**config.mk**
```make
export PLATFORM = sky130hd
export DESIGN_NAME = manchester_frame_rx
export DESIGN_NICKNAME = d
export VERILOG_FILES = /design/src/rtl/manchester_frame_rx.sv
export SDC_FILE = /design/constraint.sdc
export NUM_CORES = 1
export LEC_CHECK = 0
export ABC_AREA = 1
export ABC_CLOCK_PERIOD_IN_PS = 1900
export BUFFER_PORTS_ARGS = -buffer_cell sky130_fd_sc_hd__buf_2
export CORE_MARGIN = 4
export CORE_UTILIZATION = 60
export DETAILED_ROUTE_END_ITERATION = 12
export PLACE_DENSITY = 0.75
export RECOVER_POWER = 100
export SLEW_MARGIN = 20
export SYNTH_ARGS = -nofsm -noshare
export SYNTH_HDL_FRONTEND = slang
export SYNTH_SLANG_ARGS = --single-unit
```
**constraint.sdc**
```tcl
create_clock -name clock -period 1.9 [get_ports clock]
set_clock_uncertainty 0.05 [all_clocks]
set_input_delay 0.095 -clock clock [delete_from_list [all_inputs] [get_ports clock]]
set_output_delay 0.095 -clock clock [all_outputs]
set_load 0.01 [all_outputs]
```
**src/rtl/manchester_frame_rx.sv**
```systemverilog
// Manchester frame receiver: edge-interval bit recovery, preamble lock, and a
// FRAME_BYTES payload captured into a shadow buffer that is committed atomically.
module manchester_frame_rx #(
    parameter int          HALF_BIT_CYCLES = 8,
    parameter logic [7:0]  PREAMBLE        = 8'hAA,
    parameter int          FRAME_BYTES     = 4,
    parameter int          ADDR_W          = (FRAME_BYTES > 1) ? $clog2(FRAME_BYTES) : 1
) (
    input  logic              clock,
    input  logic              reset,
    input  logic              enable,
    input  logic              serial_in,
    input  logic [ADDR_W-1:0] address,
    output logic [7:0]        read_data,
    output logic              frame_valid,
    output logic              frame_start,
    output logic              bit_strobe,
    output logic              bit_data,
    output logic              error
);

    localparam int H     = HALF_BIT_CYCLES;
    localparam int SAT   = 3 * H;
    localparam int CNT_W = $clog2(SAT + 1);

    localparam logic [CNT_W-1:0] SHORT_MIN = CNT_W'(H / 2);
    localparam logic [CNT_W-1:0] LONG_MIN  = CNT_W'((3 * H) / 2);
    localparam logic [CNT_W-1:0] SAT_VAL   = CNT_W'(SAT);
    localparam logic [CNT_W-1:0] TMO_PRE   = CNT_W'(SAT - 1);

    typedef enum logic [1:0] {IDLE, HUNT, PAYLOAD} state_t;

    state_t state, state_nx;

    logic              sync_p0, sync_p1, line_p2;
    logic [CNT_W-1:0]  interval;
    logic              phase_mid;
    logic [7:0]        shift_reg;
    logic [2:0]        bit_pos;
    logic [ADDR_W-1:0] byte_idx;
    logic [7:0]        shadow    [FRAME_BYTES];
    logic [7:0]        committed [FRAME_BYTES];
    logic              commit_pend;
    logic              start_q, strobe_q, bit_q, error_q;

    logic       edge_seen, in_short, in_long, mid_edge, bound_edge, timeout, fault, last_bit;
    logic [7:0] shifted;
    logic       take_shift, clear_shift, do_lock, take_bit, do_abort;

    // Edge classification against the interval since the previous edge
    always_comb begin
        edge_seen  = sync_p1 ^ line_p2;
        in_short   = (interval >= SHORT_MIN) && (interval < LONG_MIN);
        in_long    = (interval >= LONG_MIN) && (interval < SAT_VAL);
        mid_edge   = edge_seen && ((in_short && !phase_mid) || (in_long && phase_mid));
        bound_edge = edge_seen && in_short && phase_mid;
        timeout    = !edge_seen && (interval == TMO_PRE);
        fault      = timeout || (edge_seen && !mid_edge && !bound_edge);
        shifted    = {shift_reg[6:0], sync_p1};
        last_bit   = (bit_pos == 3'd7) && (byte_idx == ADDR_W'(FRAME_BYTES - 1));
    end

    always_ff @(posedge clock) begin
        if (reset) begin
            state <= IDLE;
        end else if (enable) begin
            state <= state_nx;
        end
    end

    always_comb begin
        state_nx = state;
        unique case (state)
            IDLE:    if (edge_seen) state_nx = HUNT;
            HUNT: begin
                if (fault)                                  state_nx = IDLE;
                else if (mid_edge && (shifted == PREAMBLE)) state_nx = PAYLOAD;
            end
            PAYLOAD: begin
                if (fault)                     state_nx = IDLE;
                else if (mid_edge && last_bit) state_nx = IDLE;
            end
            default: state_nx = IDLE;
        endcase
    end

    always_comb begin
        take_shift  = 1'b0;
        clear_shift = 1'b0;
        do_lock     = 1'b0;
        take_bit    = 1'b0;
        do_abort    = 1'b0;
        unique case (state)
            IDLE: take_shift = edge_seen;
            HUNT: begin
                if (fault) begin
                    clear_shift = 1'b1;
                end else if (mid_edge) begin
                    take_shift = 1'b1;
                    do_lock    = (shifted == PREAMBLE);
                end
            end
            PAYLOAD: begin
                if (fault) begin
                    do_abort    = 1'b1;
                    clear_shift = 1'b1;
                end else if (mid_edge) begin
                    take_bit    = 1'b1;
                    clear_shift = last_bit;
                end
            end
            default: clear_shift = 1'b1;
        endcase
    end

    always_ff @(posedge clock) begin
        if (reset) begin
            sync_p0     <= 1'b0;
            sync_p1     <= 1'b0;
            line_p2     <= 1'b0;
            interval    <= '0;
            phase_mid   <= 1'b0;
            shift_reg   <= '0;
            bit_pos     <= '0;
            byte_idx    <= '0;
            commit_pend <= 1'b0;
            frame_valid <= 1'b0;
            start_q     <= 1'b0;
            strobe_q    <= 1'b0;
            bit_q       <= 1'b0;
            error_q     <= 1'b0;
            for (int i = 0; i < FRAME_BYTES; i++) begin
                shadow[i]    <= '0;
                committed[i] <= '0;
            end
        end else if (enable) begin
            sync_p0 <= serial_in;
            sync_p1 <= sync_p0;
            line_p2 <= sync_p1;

            if (edge_seen)              interval <= CNT_W'(1);
            else if (interval != SAT_VAL) interval <= interval + CNT_W'(1);

            // The first edge out of IDLE is assumed to be a mid-bit edge
            if (edge_seen) begin
                if ((state == IDLE) || mid_edge) phase_mid <= 1'b1;
                else if (bound_edge)             phase_mid <= 1'b0;
            end

            if (clear_shift)     shift_reg <= '0;
            else if (take_shift) shift_reg <= shifted;

            if (do_lock) begin
                bit_pos  <= '0;
                byte_idx <= '0;
            end else if (take_bit) begin
                shadow[byte_idx][3'd7 - bit_pos] <= sync_p1;
                bit_pos <= bit_pos + 3'd1;
                if (bit_pos == 3'd7) byte_idx <= byte_idx + ADDR_W'(1);
            end

            // Whole-buffer copy one cycle after the last bit keeps frames untorn
            commit_pend <= take_bit && last_bit;
            if (commit_pend) begin
                committed   <= shadow;
                frame_valid <= 1'b1;
            end

            start_q  <= do_lock;
            strobe_q <= take_bit;
            error_q  <= do_abort;
            if (take_bit) bit_q <= sync_p1;
        end else begin
            start_q  <= 1'b0;
            strobe_q <= 1'b0;
            error_q  <= 1'b0;
        end
    end

    always_ff @(posedge clock) begin
        if (reset) begin
            read_data <= 8'h00;
        end else begin
            read_data <= (int'(address) < FRAME_BYTES) ? committed[address] : 8'h00;
        end
    end

    assign frame_start = start_q & enable;
    assign bit_strobe  = strobe_q & enable;
    assign error       = error_q & enable;
    assign bit_data    = bit_q;

endmodule

```
# Yosys cells after proc, flatten, opt, wreduce, memory -nomap -nowiden
# Index checks and enable logic that the tools add are counted.
# totals
word_cells	132
out_inout_bits	13
regBits	101
# classes
mux	36
addsub	4
n_lt_le_gt_ge	9
eq_ne	10
bitwise	9
n_reduce_logical	40
# op_table
cell	n
bitwise mux 32 bit	1
two-way mux 8 bit	3
binary-select mux 8 bit (select 2 bit)	1
demux 8 bit (select 2 bit)	1
logical AND 1 bit	16
two-way mux 2 bit	8
two-way mux 7 bit	2
two-way mux 1 bit	12
two-way mux 5 bit	2
AND reduction 2 bit	5
nonzero test 2 bit	5
AND reduction 3 bit	3
== test 8 bit, second input constant	1
>= comparator 3 bit, second input constant	2
two-way mux 3 bit	2
!= test 3 bit, second input constant	2
NOT 2 -> 3 bit	2
one-hot mux 2 bit (3 select lines)	1
adder 5 x 1 -> 5 bit, second input constant	1
== test 5 bit, second input constant	1
>= comparator 5 x 3 -> 1 bit, second input constant	1
>= comparator 5 x 4 -> 1 bit, second input constant	1
< comparator 5 x 4 -> 1 bit, second input constant	1
< comparator 5 bit, second input constant	1
23 further kinds	33

# Logic depth before layout (Yosys ltp)
# Gate-level depths: netlist (run 1).
# logic_depth
depth_word	13
ltp_mapped	13

# Worst setup path before layout (run 1)
# Ideal clock, no wire load.
# synth_path
path_kind	reg-to-reg
startpoint	reg sync_p1
endpoint	reg shadow[11] (netlist bit)
path_stages_with_launch	13
setup_slack_ns	0.277
period_less_slack_ns	1.623
t_required_ns	1.735
arrival_ns	1.458
cell_sequence	dfxtp_1 -> buf_4 -> inv_4 -> nand2_1 -> nand2_1 -> inv_2 -> nor2_8 -> nand2_8 -> nor2_4 -> buf_6 -> nand3_1 -> nand2_1 -> nor2_1
# synth_between
elab_chain_len	10
elab_cells_between_ends	21
# synth_lines
item	line	source
start, declared	35	logic sync_p0, sync_p1, line_p2;
start signal, assigned	138	sync_p1 <= sync_p0;
bitwise XOR 1 bit	52	edge_seen = sync_p1 ^ line_p2;
logical AND 1 bit (on tied branches)	55, 56	
logical NOT 1 bit / logical AND 1 bit (equally long branches)	58, 56	
logical AND 1 bit / logical NOT 1 bit (equally long branches)	58	fault = timeout || (edge_seen && !mid_edge && !bound_edge);
logical AND 1 bit	58	
logical OR 1 bit	58	
two-way mux 1 bit	96	if (fault) begin
two-way mux 1 bit	93	unique case (state)
NOT 1 bit (no line)	--	
AND reduction 3 bit (no line)	--	
end signal, assigned by index	157	shadow[byte_idx][3'd7 - bit_pos] <= sync_p1;
end, declared	41	logic [7:0] shadow [FRAME_BYTES];
# Several ways; a longest one is shown, not always the timed one.
# A chain may end at the register's enable or synchronous reset.

# Worst setup path in the final report (run 1)
# layout_path
startpoint	reg interval[3]
endpoint	reg shadow[29] (netlist bit)
# layout_between
elab_chain_len	13
elab_cells_between_ends	27
# layout_lines
item	line	source
start, declared	36	logic [CNT_W-1:0] interval;
start signal, assigned	142	else if (interval != SAT_VAL) interval <= interval + CNT_W'(1);
>= comparator 5 x 3 -> 1 bit (tied with other cells)	53	in_short = (interval >= SHORT_MIN) && (interval < LONG_MIN);
logical AND 1 bit (on tied branches)	53, 54	
logical AND 1 bit	55	mid_edge = edge_seen && ((in_short && !phase_mid) || (in_long && phase_mid));
logical OR 1 bit	55	
logical AND 1 bit	55	
logical NOT 1 bit	58	
logical AND 1 bit (2 in a row)	58	
logical OR 1 bit	58	
two-way mux 1 bit	96	
two-way mux 1 bit	93	
NOT 1 bit (no line)	--	
AND reduction 3 bit (no line) *	--	
# Every way passes the cells marked *; elsewhere a longest branch is shown, timed or not.

==> results of run 1 <==
[synthesized netlist by cell type (all sizes together)]
master,number,area share (%)
dfxtp,101,46
nand2,86,8.1
clkbuf,20,1.7
ha,8,2.3
buf,12,1.8
nor2,81,7.9
nor3,31,3.7
nand3,40,4.6
o21bai,1,0.17
a21oi,80,9.1
inv,64,5.5
o211ai,8,1.4
a32o,1,0.23
a31oi,1,0.14
clkinv,1,0.084
o21ai,56,6.3
a211oi,1,0.17
nor4,4,0.56
nand4,6,0.84
[placed cells by master, fill, tap and decap left out, types with 8 or more instances in the layout]
master	n
inv_1	61
clkbuf_1	15
nor2_1	76
nand3_1	39
o211ai_1	8
dfxtp_1	96
nand2_1	79
o21ai_0	52
clkbuf_8	10
a21oi_1	79
nor3_1	30
ha_1	8
buf_4	15
[power groups by stage]
stage / Sequential, mW / Combinational, mW / Clock (mW)
4_1_cts: 2.16 / 0.303 / 1.29
3_3_place_gp: 2.21 / 0.296 / 0
3_5_place_dp: 2.21 / 0.300 / 0
5_1_grt: 2.17 / 0.341 / 1.38
6_report: 2.17 / 0.299 / 1.27
2_1_floorplan: 2.21 / 0.225 / 0
[logic make-up after synthesis]
kind of cell    Yosys count  synth area share, %
flops                   101                 45.5
simple gates            248                 25.7
compound gates          148                 17.5
buf+inv                  97                 9.04
fa+ha+maj                 8                 2.25
[final timing paths]
kind	from	to
max	interval[3]	shadow[29]
min	enable	line_p2
max reg2reg	interval[3]	shadow[29]
min reg2reg	committed[4]	committed[4]
[metrics by stage]
| step | area (sq um) | utilization, % | total power [mW] |
|---|---|---|---|
| after floorplan | 4440 | - | 2.44 |
| after global placement | 4670 | 64.8 | 2.51 |
| after detailed placement | 4670 | 64.8 | 2.51 |
| after CTS | 4860 | 67.4 | 3.76 |
| after global routing | 4870 | 67.4 | 3.89 |
| final | 4870 | 67.4 | 3.73 |
[per-layer routing]
| metal | wire length (um) | vias to the layer above |
|---|---|---|
| li1 | - | 2026 |
| met1 | 4250 | 1807 |
| met2 | 4500 | 84 |
| met3 | 369 | 15 |
| met4 | 190 | 0 |
| met5 | 0 | - |
[worst max-delay path, cell delays in order, from the launching register on]
cell     delay, ns
dfxtp_2       0.39
inv_1         0.09
nand2_2       0.10
nand3_2       0.09
nand2_2       0.10
nand2_4       0.08
nor2_8        0.14
nand2_8       0.11
nor2_4        0.17
buf_12        0.15
a21oi_1       0.07
nor3_1        0.15
[final cells by class]
class / count / area, sq um
fillers: 696 / 2350
multi-input cells: 404 / 2020
flip-flops and latches: 101 / 2030
clock inverters: 6 / 45.0
repair buffers: 41 / 265
inverters: 65 / 246
clock buffers: 10 / 138
well taps: 99 / 124
[what timing repair did]
action | CTS | global route
gates resized for setup | 0 | 6
setup buffers | 0 | 1
endpoints found under the hold margin | 1 | 0
hold buffers | 1 | 0
endpoints found under the setup margin | 0 | 39
==> metrics.md, run 1 <==
| Metric | Value |
|---|---|
| Cells after Synth | `602` |
| Final setup fails | `0` |
| Final Non-Filler Cells | `just over 700` |
| Met1 Use GR | `27.8%` |
| Skew-Pair Late Insertion Delay | `0.36 ns` |
| Setup WS post-layout | `roughly 0.13 ns` |
| Avg Synthesized Cell Area | `between 7 and 8 sq um` |
| Layout area overhead | `9.52%` |
| Distinct cells, synth | `33` |
| Antenna diodes | `0` |
| Total Nets Final | `636` |
| Leakage | `1.87 nW` |
| Setup TNS | `0 ns` |
| WP data arrival | `2.01 ns` |
| Endpoints failing hold | `0` |
| Sequential area share after synthesis | `45.5%` |
| Syn. warnings | `0` |
| CTS tree | `built` |
| Logic pwr share | `8.0%` |
| Initial DRT Pass Iterations | `5` |
| Hold Slack | `0.115 ns` |
| Tcrit/Tclk final | `approximately 93%` |
| GR Util All Layers | `22.1%` |
| Largest net degree at the start of global routing | `57` |
| Die ar. | `between 8000 and 9000 sq um` |
| Starting density of the core | `61.6%` |
| Worst path required time | `between 2 and 2.5 ns` |
| Global Route met2 Usage | `37.6%` |
| Worst Hold Class | `input pin to flip-flop` |
| Startpoint types | `flip-flop` |
| Fmax | `565 MHz` |
| WL/cell | `12.8 um` |
| Clk sinks | `101` |
| Port bufs | `18` |
| Sw Ratio | `26.2%` |
| Reg2Reg Depth | `11` |
| Core area | `roughly 7000 sq um` |
| Remaining global-route overflow | `0` |
| Top flop regs | `committed: 32 flops, shadow: 32 flops, read_data: 8 flops` |
| Placed instance count | `between 700 and 800` |
| CTS clk-pin slew, worst paths | `0.09 ns` |
| Crit path max fanout | `11` |
| Worst hold stages | `4` |
| Vias in the first global route | `3505` |
| Worst-margin pin slew | `0.802 ns` |
| Setup WS pre-CTS | `0.0581 ns` |
| Final GP Congestion | `0.912` |
| Layout cell share with drive strength beyond 1 | `10.2%` |
| CTS Buf Count | `9` |
| P per Cell Area | `767 nW/um^2` |
| Row cnt | `31` |
| Unrepaired setup endpoints after global routing | `false` |
| Clock power frac | `33.9%` |
| First-pass GRT wire length | `15700 um` |
| Top Ports | `19` |
| Post-synthesis cell area | `4440 sq um` |
| Max Cap Violations | `0` |
| Fin crit period | `about 1.8 ns` |
| Drt drc | `0` |
| Outcome | `finished, final reports clean` |
| Total wire length | `9310 um` |
| DR vias/cell | `5.42` |
| Clk buf depth | `2` |
| Reg2reg setup slack | `0.13 ns` |
| Post-DP HPWL | `6370 um` |
| Chip width | `94.1 um` |
| Critical path class | `flip-flop to flip-flop` |
| Routed via count | `3932` |
| Worst slew margin relative to its limit | `46.6%` |
| Yosys reg bits | `101` |
| DRT antenna net count | `0` |
| H-tree depth | `3` |
| Crit end category | `flip-flop` |
| Initial antenna violation count | `0` |
| Die Y | `approximately 94 um` |
| Switching Power | `0.977 mW` |
| CTS root buffer | `clkbuf_8` |
| Global routing usage on met3 | `roughly 3.9%` |
| Max VDD drop | `472 uV` |
| Initial DRC count | `241` |
| GRT busiest layer | `met2` |
| Slew Limit Fails | `0` |
| P_int | `2.75 mW` |
| Syn nets | `616` |
| Flop pwr share | `58.0%` |
Note: power is estimated with default switching activity, not from simulation.
==> run 2, diff against run 1 <==
- SETUP_SLACK_MARGIN: not set -> 0.5
==> metrics.md, run 2 (same netlist as run 1, synthesis figures left out) <==
| Metric | Value |
|---|---|
| Outcome | `finished, final reports clean` |
| Clk buf depth | `2 (unchanged)` |
| Met1 Use GR | `29.9% (+2.1 points)` |
| Largest net degree at the start of global routing | `57 (unchanged)` |
| Sw Ratio | `25.3% (-0.91 points)` |
| Die ar. | `8850 sq um (unchanged)` |
| Pwr Total | `4.06 mW (+8.9%)` |
| Hold Slack | `0.114 ns (-0.000555 ns)` |
| Slew Limit Fails | `0 (unchanged)` |
| H-tree depth | `3 (unchanged)` |
| Tcrit/Tclk final | `93.1% (about the same)` |
| Setup TNS | `0 ns (unchanged)` |
| Max Cap Violations | `0 (unchanged)` |
| Logic pwr share | `9.6% (+1.6 points)` |
| Layout area overhead | `22.4%` |
| Final setup fails | `0 (unchanged)` |
| Initial DRT Pass Iterations | `5 (unchanged)` |
| Placed instance count | `706 (-0.28%)` |
| Fmax | `565 MHz (about the same)` |
| First-pass GRT wire length | `17100 um (+9.0%)` |
| Skew-Pair Late Insertion Delay | `0.36 ns (about the same)` |
| Worst path required time | `2.10 ns (-0.04 ns)` |
| WP data arrival | `1.97 ns (-0.04 ns)` |
| Routed via count | `4219 (+7.3%)` |
| P_int | `3.04 mW (+10%)` |
| Most frequent cells in the layout | `dfxtp_1, nor2_1, a21oi_1, nand2_1, inv_1` |
| Initial antenna violation count | `0 (unchanged)` |
| Clock power frac | `37.1% (+3.2 points)` |
| Total wire length | `10900 um (+17%)` |
| Post-DP HPWL | `6190 um (-2.7%)` |
| Crit path max fanout | `8 (-3)` |
| Worst Hold Class | `input pin to flip-flop` |
| Final GP Congestion | `0.897 (-1.7%)` |
| Crit end category | `flip-flop` |
| Sequential cell area | `2050 sq um (+1.0%)` |
| Remaining global-route overflow | `0 (unchanged)` |
| Final Non-Filler Cells | `746 (+2.8%)` |
| CTS tree | `built` |
| Vias in the first global route | `3800 (+8.4%)` |
| CTS Buf Count | `9 (unchanged)` |
| Antenna diodes | `0 (unchanged)` |
| Starting density of the core | `61.6% (unchanged)` |
| P per Cell Area | `747 nW/um^2 (-2.6%)` |
| Chip width | `94.1 um (unchanged)` |
| Cell Area, Placed | `4740 sq um (+1.4%)` |
| Startpoint types | `flip-flop` |
| Endpoints failing hold | `0 (unchanged)` |
| CTS root buffer | `clkbuf_8` |
| Most common library cell in the layout ignoring fill and taps | `dfxtp_1` |
| Final instance area | `5440 sq um (+12%)` |
| GRT busiest layer | `met2` |
| GR Util All Layers | `24.1% (+1.9 points)` |
| WL/cell | `14.6 um (+14%)` |
| Worst slew margin relative to its limit | `46.5% (-0.050 points)` |
| Multi-input gate area | `2350 sq um (+16%)` |
| Max VDD drop | `467 uV (-1.1%)` |
| Die Y | `94.1 um (unchanged)` |
| Total Nets Final | `656 (+3.1%)` |
| Layout cell share with drive strength beyond 1 | `24.1% (+14 points)` |
| CTS clk-pin slew, worst paths | `0.10 ns (about the same)` |
| Drt drc | `0 (unchanged)` |
| Clk sinks | `101 (unchanged)` |
| Port bufs | `18 (unchanged)` |
| Unrepaired setup endpoints after global routing | `true` |
| Worst-margin pin slew | `0.802 ns (+0.000756 ns)` |
| Global routing usage on met3 | `3.45% (-0.48 points)` |
| Critical path class | `flip-flop to flip-flop` |
| DRT antenna net count | `0 (unchanged)` |
| Switching Power | `1.03 mW (+5.1%)` |
| Top flop regs | `committed: 32 flops, shadow: 32 flops, read_data: 8 flops` |
| Flop pwr share | `53.3% (-4.7 points)` |
| Initial DRC count | `276 (+15%)` |
| Core area | `7210 sq um (unchanged)` |
| Top Ports | `19 (unchanged)` |
| DR vias/cell | `5.66 (+4.4%)` |
| Global Route met2 Usage | `41.7% (+4.1 points)` |
| Fin crit period | `1.77 ns (+0.00113 ns)` |
| Leakage | `2.05 nW (+9.5%)` |
| Fillcell total | `555 (-20%)` |
| Row cnt | `31 (unchanged)` |
[run 2: power groups by stage]
stage,registers [mW],clock network (mW),logic [mW]
2_1_floorplan,2.21,0,0.236
3_3_place_gp,2.21,0,0.303
3_5_place_dp,2.21,0,0.307
4_1_cts,2.16,1.51,0.348
5_1_grt,2.17,1.61,0.428
6_report,2.17,1.51,0.390
[run 2: what timing repair did]
action | CTS | global route
resized for setup | 48 | 48
setup endpoints to repair | 52 | 57
pin swaps | 23 | 18
cloned | 1 | 1
hold buffers | 1 | 0
buffers inserted | 18 | 3
endpoints found under the hold margin | 1 | 0
[run 2: metal layers]
| layer | share of wire [%] | wire, um | up-vias |
|---|---|---|---|
| li1 | - | - | 2072 |
| met1 | 42 | 4560 | 1954 |
| met2 | 50 | 5490 | 168 |
| met3 | 5.4 | 585 | 25 |
| met4 | 2.2 | 243 | 0 |
| met5 | 0 | 0 | - |
[run 2: final cells by class]
class / count / area share, %
timing repair buffer: 60 / 7.89
clock inverter: 3 / 0.874
inverter: 65 / 4.85
tap: 99 / 2.28
multi-input combinational: 405 / 43.1
sequential: 101 / 37.7
clock buffer: 13 / 3.31
[run 2: worst max-delay path, cell delays in order (launching register included)]
cell and delay (ns):
dfxtp_4 0.40, inv_4 0.05, nand2_4 0.07, nand3_2 0.06
nand2_1 0.11, nand2_4 0.09, nor2_8 0.15, nand2_8 0.10
nor2_4 0.22, buf_6 0.15, nand3_2 0.06, nand2_2 0.08
nor2_2 0.05
[run 2: stage by stage]
step           util (%)  worst slack, ns
4_1_cts            73.6            0.230
2_1_floorplan         -            0.323
3_5_place_dp       65.7            0.107
6_report           75.4            0.130
5_1_grt            75.4           0.0359
3_3_place_gp       65.7            0.166
[run 2: final timing paths]
check	startpoint	end	slack (ns)	cells past startpoint
max	interval[2]	shadow[19]	0.13	12
min	address[1]	read_data[6]	0.11	3
min reg2reg	committed[21]	committed[21]	0.40	2
max reg2reg	interval[2]	shadow[19]	0.13	12
==> run 3, diff against run 2 <==
- ABC_AREA: 1 -> not set
==> metrics.md, run 3 <==
| Metric | Value |
|---|---|
| Failing checks | `setup timing` |
| Max VDD drop | `585 uV (+25%)` |
| Final setup fails | `40 (+40)` |
| Top Metal Used | `met4` |
| Synth Flop Type | `dfxtp_1` |
| Critical path class | `flip-flop to flip-flop` |
| Top Ports | `19 (unchanged)` |
| Crit end category | `flip-flop` |
| Syn. warnings | `0 (unchanged)` |
| Layout cell share with drive strength beyond 1 | `34.3% (+10 points)` |
| Top cell type's share of synthesized area | `45.4% (-0.12 points)` |
| Cell Area, Placed | `4750 sq um (+0.29%)` |
| Unrepaired setup endpoints after global routing | `true` |
| Layout area overhead | `34.6%` |
| Final instance area | `6000 sq um (+10%)` |
| Post-synthesis cell area | `4450 sq um (+0.25%)` |
| Slew Limit Fails | `0 (unchanged)` |
| Top post-synthesis cells by area | `dfxtp_1, mux2i_1, nand2_1` |
| Starting density of the core | `61.4% (-0.17 points)` |
| Total Nets Final | `572 (-13%)` |
| Largest net degree at the start of global routing | `102 (+79%)` |
| Syn nets | `524 (-15%)` |
| Core area | `7250 sq um (+0.54%)` |
| Endpoints failing hold | `0 (unchanged)` |
| Met3 WL | `771 um (+32%)` |
| Initial DRT Pass Iterations | `5 (unchanged)` |
| Async SR Flop Fraction | `0% (unchanged)` |
| CTS root buffer | `clkbuf_8` |
| Row cnt | `31 (unchanged)` |
| Worst path required time | `2.12 ns (+0.02 ns)` |
| DR vias/cell | `6.17 (+9.1%)` |
| DRT antenna net count | `0 (unchanged)` |
| Outcome | `complete, but fails checks` |
| Final GP Congestion | `0.824 (-8.1%)` |
| Multi-input gate area | `2860 sq um (+22%)` |
| Largest area contributor in the netlist | `dfxtp_1` |
| Tcrit/Tclk final | `108% (+14 points)` |
| Top flop regs | `committed: 32 flops, shadow: 32 flops, read_data: 8 flops` |
| Total wire length | `13600 um (+25%)` |
| Distinct cells, synth | `46 (+39%)` |
| Worst Hold Class | `input pin to flip-flop` |
| Final core utilization | `82.7% (+7.3 points)` |
| Drt drc | `0 (unchanged)` |
| Setup WS post-layout | `-0.144 ns (-0.274 ns)` |
| Die Y | `94.2 um (+0.12%)` |
| Worst-margin pin slew | `0.994 ns (+0.192 ns)` |
| Fillcell total | `379 (-32%)` |
| Most frequent cells in the layout | `dfxtp_1, nand2_1, nor2_1, a21oi_1, buf_4` |
| Antenna diodes | `0 (unchanged)` |
| WL/cell | `20.6 um (+41%)` |
| Port bufs | `18 (unchanged)` |
| Fmax | `489 MHz (-13%)` |
| Startpoint types | `flip-flop` |
| Number of flops mapped to enable cells by yosys | `0 (unchanged)` |
| Setup WS pre-CTS | `-0.137 ns (-0.244 ns)` |
| Avg Synthesized Cell Area | `8.73 sq um (+18%)` |
| CTS Buf Count | `9 (unchanged)` |
| Met2 Routed Length | `7180 um (+31%)` |
| Initial antenna violation count | `0 (unchanged)` |
| Yosys reg bits | `101 (unchanged)` |
| Pwr Total | `3.82 mW (-6.1%)` |
| GR Util All Layers | `26.0% (+1.9 points)` |
| Most common cell in the netlist | `dfxtp_1` |
| Skew-Pair Late Insertion Delay | `0.39 ns (+0.03 ns)` |
| First-pass GRT wire length | `18100 um (+5.6%)` |
| CTS clk-pin slew, worst paths | `0.11 ns (about the same)` |
| H-tree depth | `3 (unchanged)` |
| Worst slew margin relative to its limit | `33.6% (-13 points)` |
| Leakage | `2.26 nW (+11%)` |
| Sequential area share after synthesis | `45.4% (-0.12 points)` |
| Max Cap Violations | `0 (unchanged)` |
| Clk buf depth | `2 (unchanged)` |
| Vias in the first global route | `3837 (+0.97%)` |
| Routed via count | `4084 (-3.2%)` |
| Post-DP HPWL | `6170 um (-0.42%)` |
| Die ar. | `8870 sq um (+0.23%)` |
| Clk sinks | `101 (unchanged)` |
| P per Cell Area | `636 nW/um^2 (-15%)` |
| Remaining global-route overflow | `0 (unchanged)` |
| WP data arrival | `2.26 ns (+0.29 ns)` |
| Initial DRC count | `331 (+20%)` |
| Fin crit period | `2.04 ns (+0.274 ns)` |
| Cells after Synth | `510 (-15%)` |
| Hold Slack | `0.119 ns (+0.00467 ns)` |
| Chip width | `94.2 um (+0.12%)` |
| CTS tree | `built` |
| M1 wire length | `4960 um (+8.8%)` |
| Most common library cell in the layout ignoring fill and taps | `dfxtp_1` |
| Crit path max fanout | `7 (-1)` |
| Sequential cell area | `2050 sq um (unchanged)` |
| Post-synth top cells | `dfxtp_1, nand2_1, nor2_1` |
[run 3: cell types whose count changed in the layout (fill, tap and decap cells not counted), moves of 14 or more]
cell	before	now
o21ai_0	48	1
inv_1	50	7
mux2i_1	0	35
a21oi_1	72	48
nor2_1	72	50
nand3_1	30	9
nand2_1	62	81
clkbuf_1	14	0
nand3_4	3	17
[run 3: layer usage]
metal / vias to the layer above / global-route usage [%]
met5: - / 0
met4: 0 / 12.4
met3: 78 / 4.97
met2: 184 / 46.4
met1: 1981 / 29.5
li1: 1841 / -
[run 3: path summary, 6_finish.rpt]
| kind | slack, ns | end | depth (start not counted) | from |
|---|---|---|---|---|
| max | -0.14 | shadow[28] | 6 | bit_pos[0] |
| min | 0.12 | error_q | 3 | enable |
| max reg2reg | -0.14 | shadow[28] | 6 | bit_pos[0] |
| min reg2reg | 0.40 | committed[11] | 2 | shadow[11] |
[run 3: cell type report]
class                   count  area share (%)
clock buffers               9            2.07
well taps                  99            2.07
flip-flops and latches    101            34.2
multi-input cells         361            47.7
repair buffers             76            11.9
inverters                   9           0.626
clock inverters             7            1.52
[run 3: kinds of logic (layout without fill, tap and decap cells)]
family	count (synthesis)	count (layout)	synth area share [%]
adder cells (fa/ha/maj)	8	8	2.25
AO/OA/AOI/OAI	75	75	10.1
XOR/XNOR	8	8	1.74
flip-flops	101	101	45.4
multiplexers	43	43	11.9
AND/OR/NAND/NOR	226	227	23.9
buffers and inverters	49	101	4.75
[run 3: report_power, final]
| part | switching [mW] | internal [mW] | total, mW |
|---|---|---|---|
| combinational | 0.136 | 0.0908 | 0.227 |
| sequential | 0.0115 | 2.12 | 2.13 |
| clock | 0.822 | 0.640 | 1.46 |
| total | 0.969 | 2.85 | 3.82 |
[run 3: repair_timing]
item                       4_1_cts  5_1_grt
setup buffers                   14        9
setup endpoints to repair       57       57
hold endpoints to repair         2        0
gates cloned                     4        2
pin swaps                       21       36
hold buffers                     2        0
gates resized for setup         62       83
[run 3: stage by stage]
step	TNS, ns	cells
4_1_cts	0	651
3_3_place_gp	-0.231	615
5_1_grt	-5.49	662
3_5_place_dp	-1.50	615
2_1_floorplan	0	510
6_report	-1.54	662
[run 3: worst max-delay path, cell delays in order (launching register included)]
cell	delay, ns
dfxtp_2	0.35
buf_4	0.16
inv_1	0.10
nor3b_1	0.81
nand3_2	0.16
mux2i_1	0.22
nor2_1	0.07
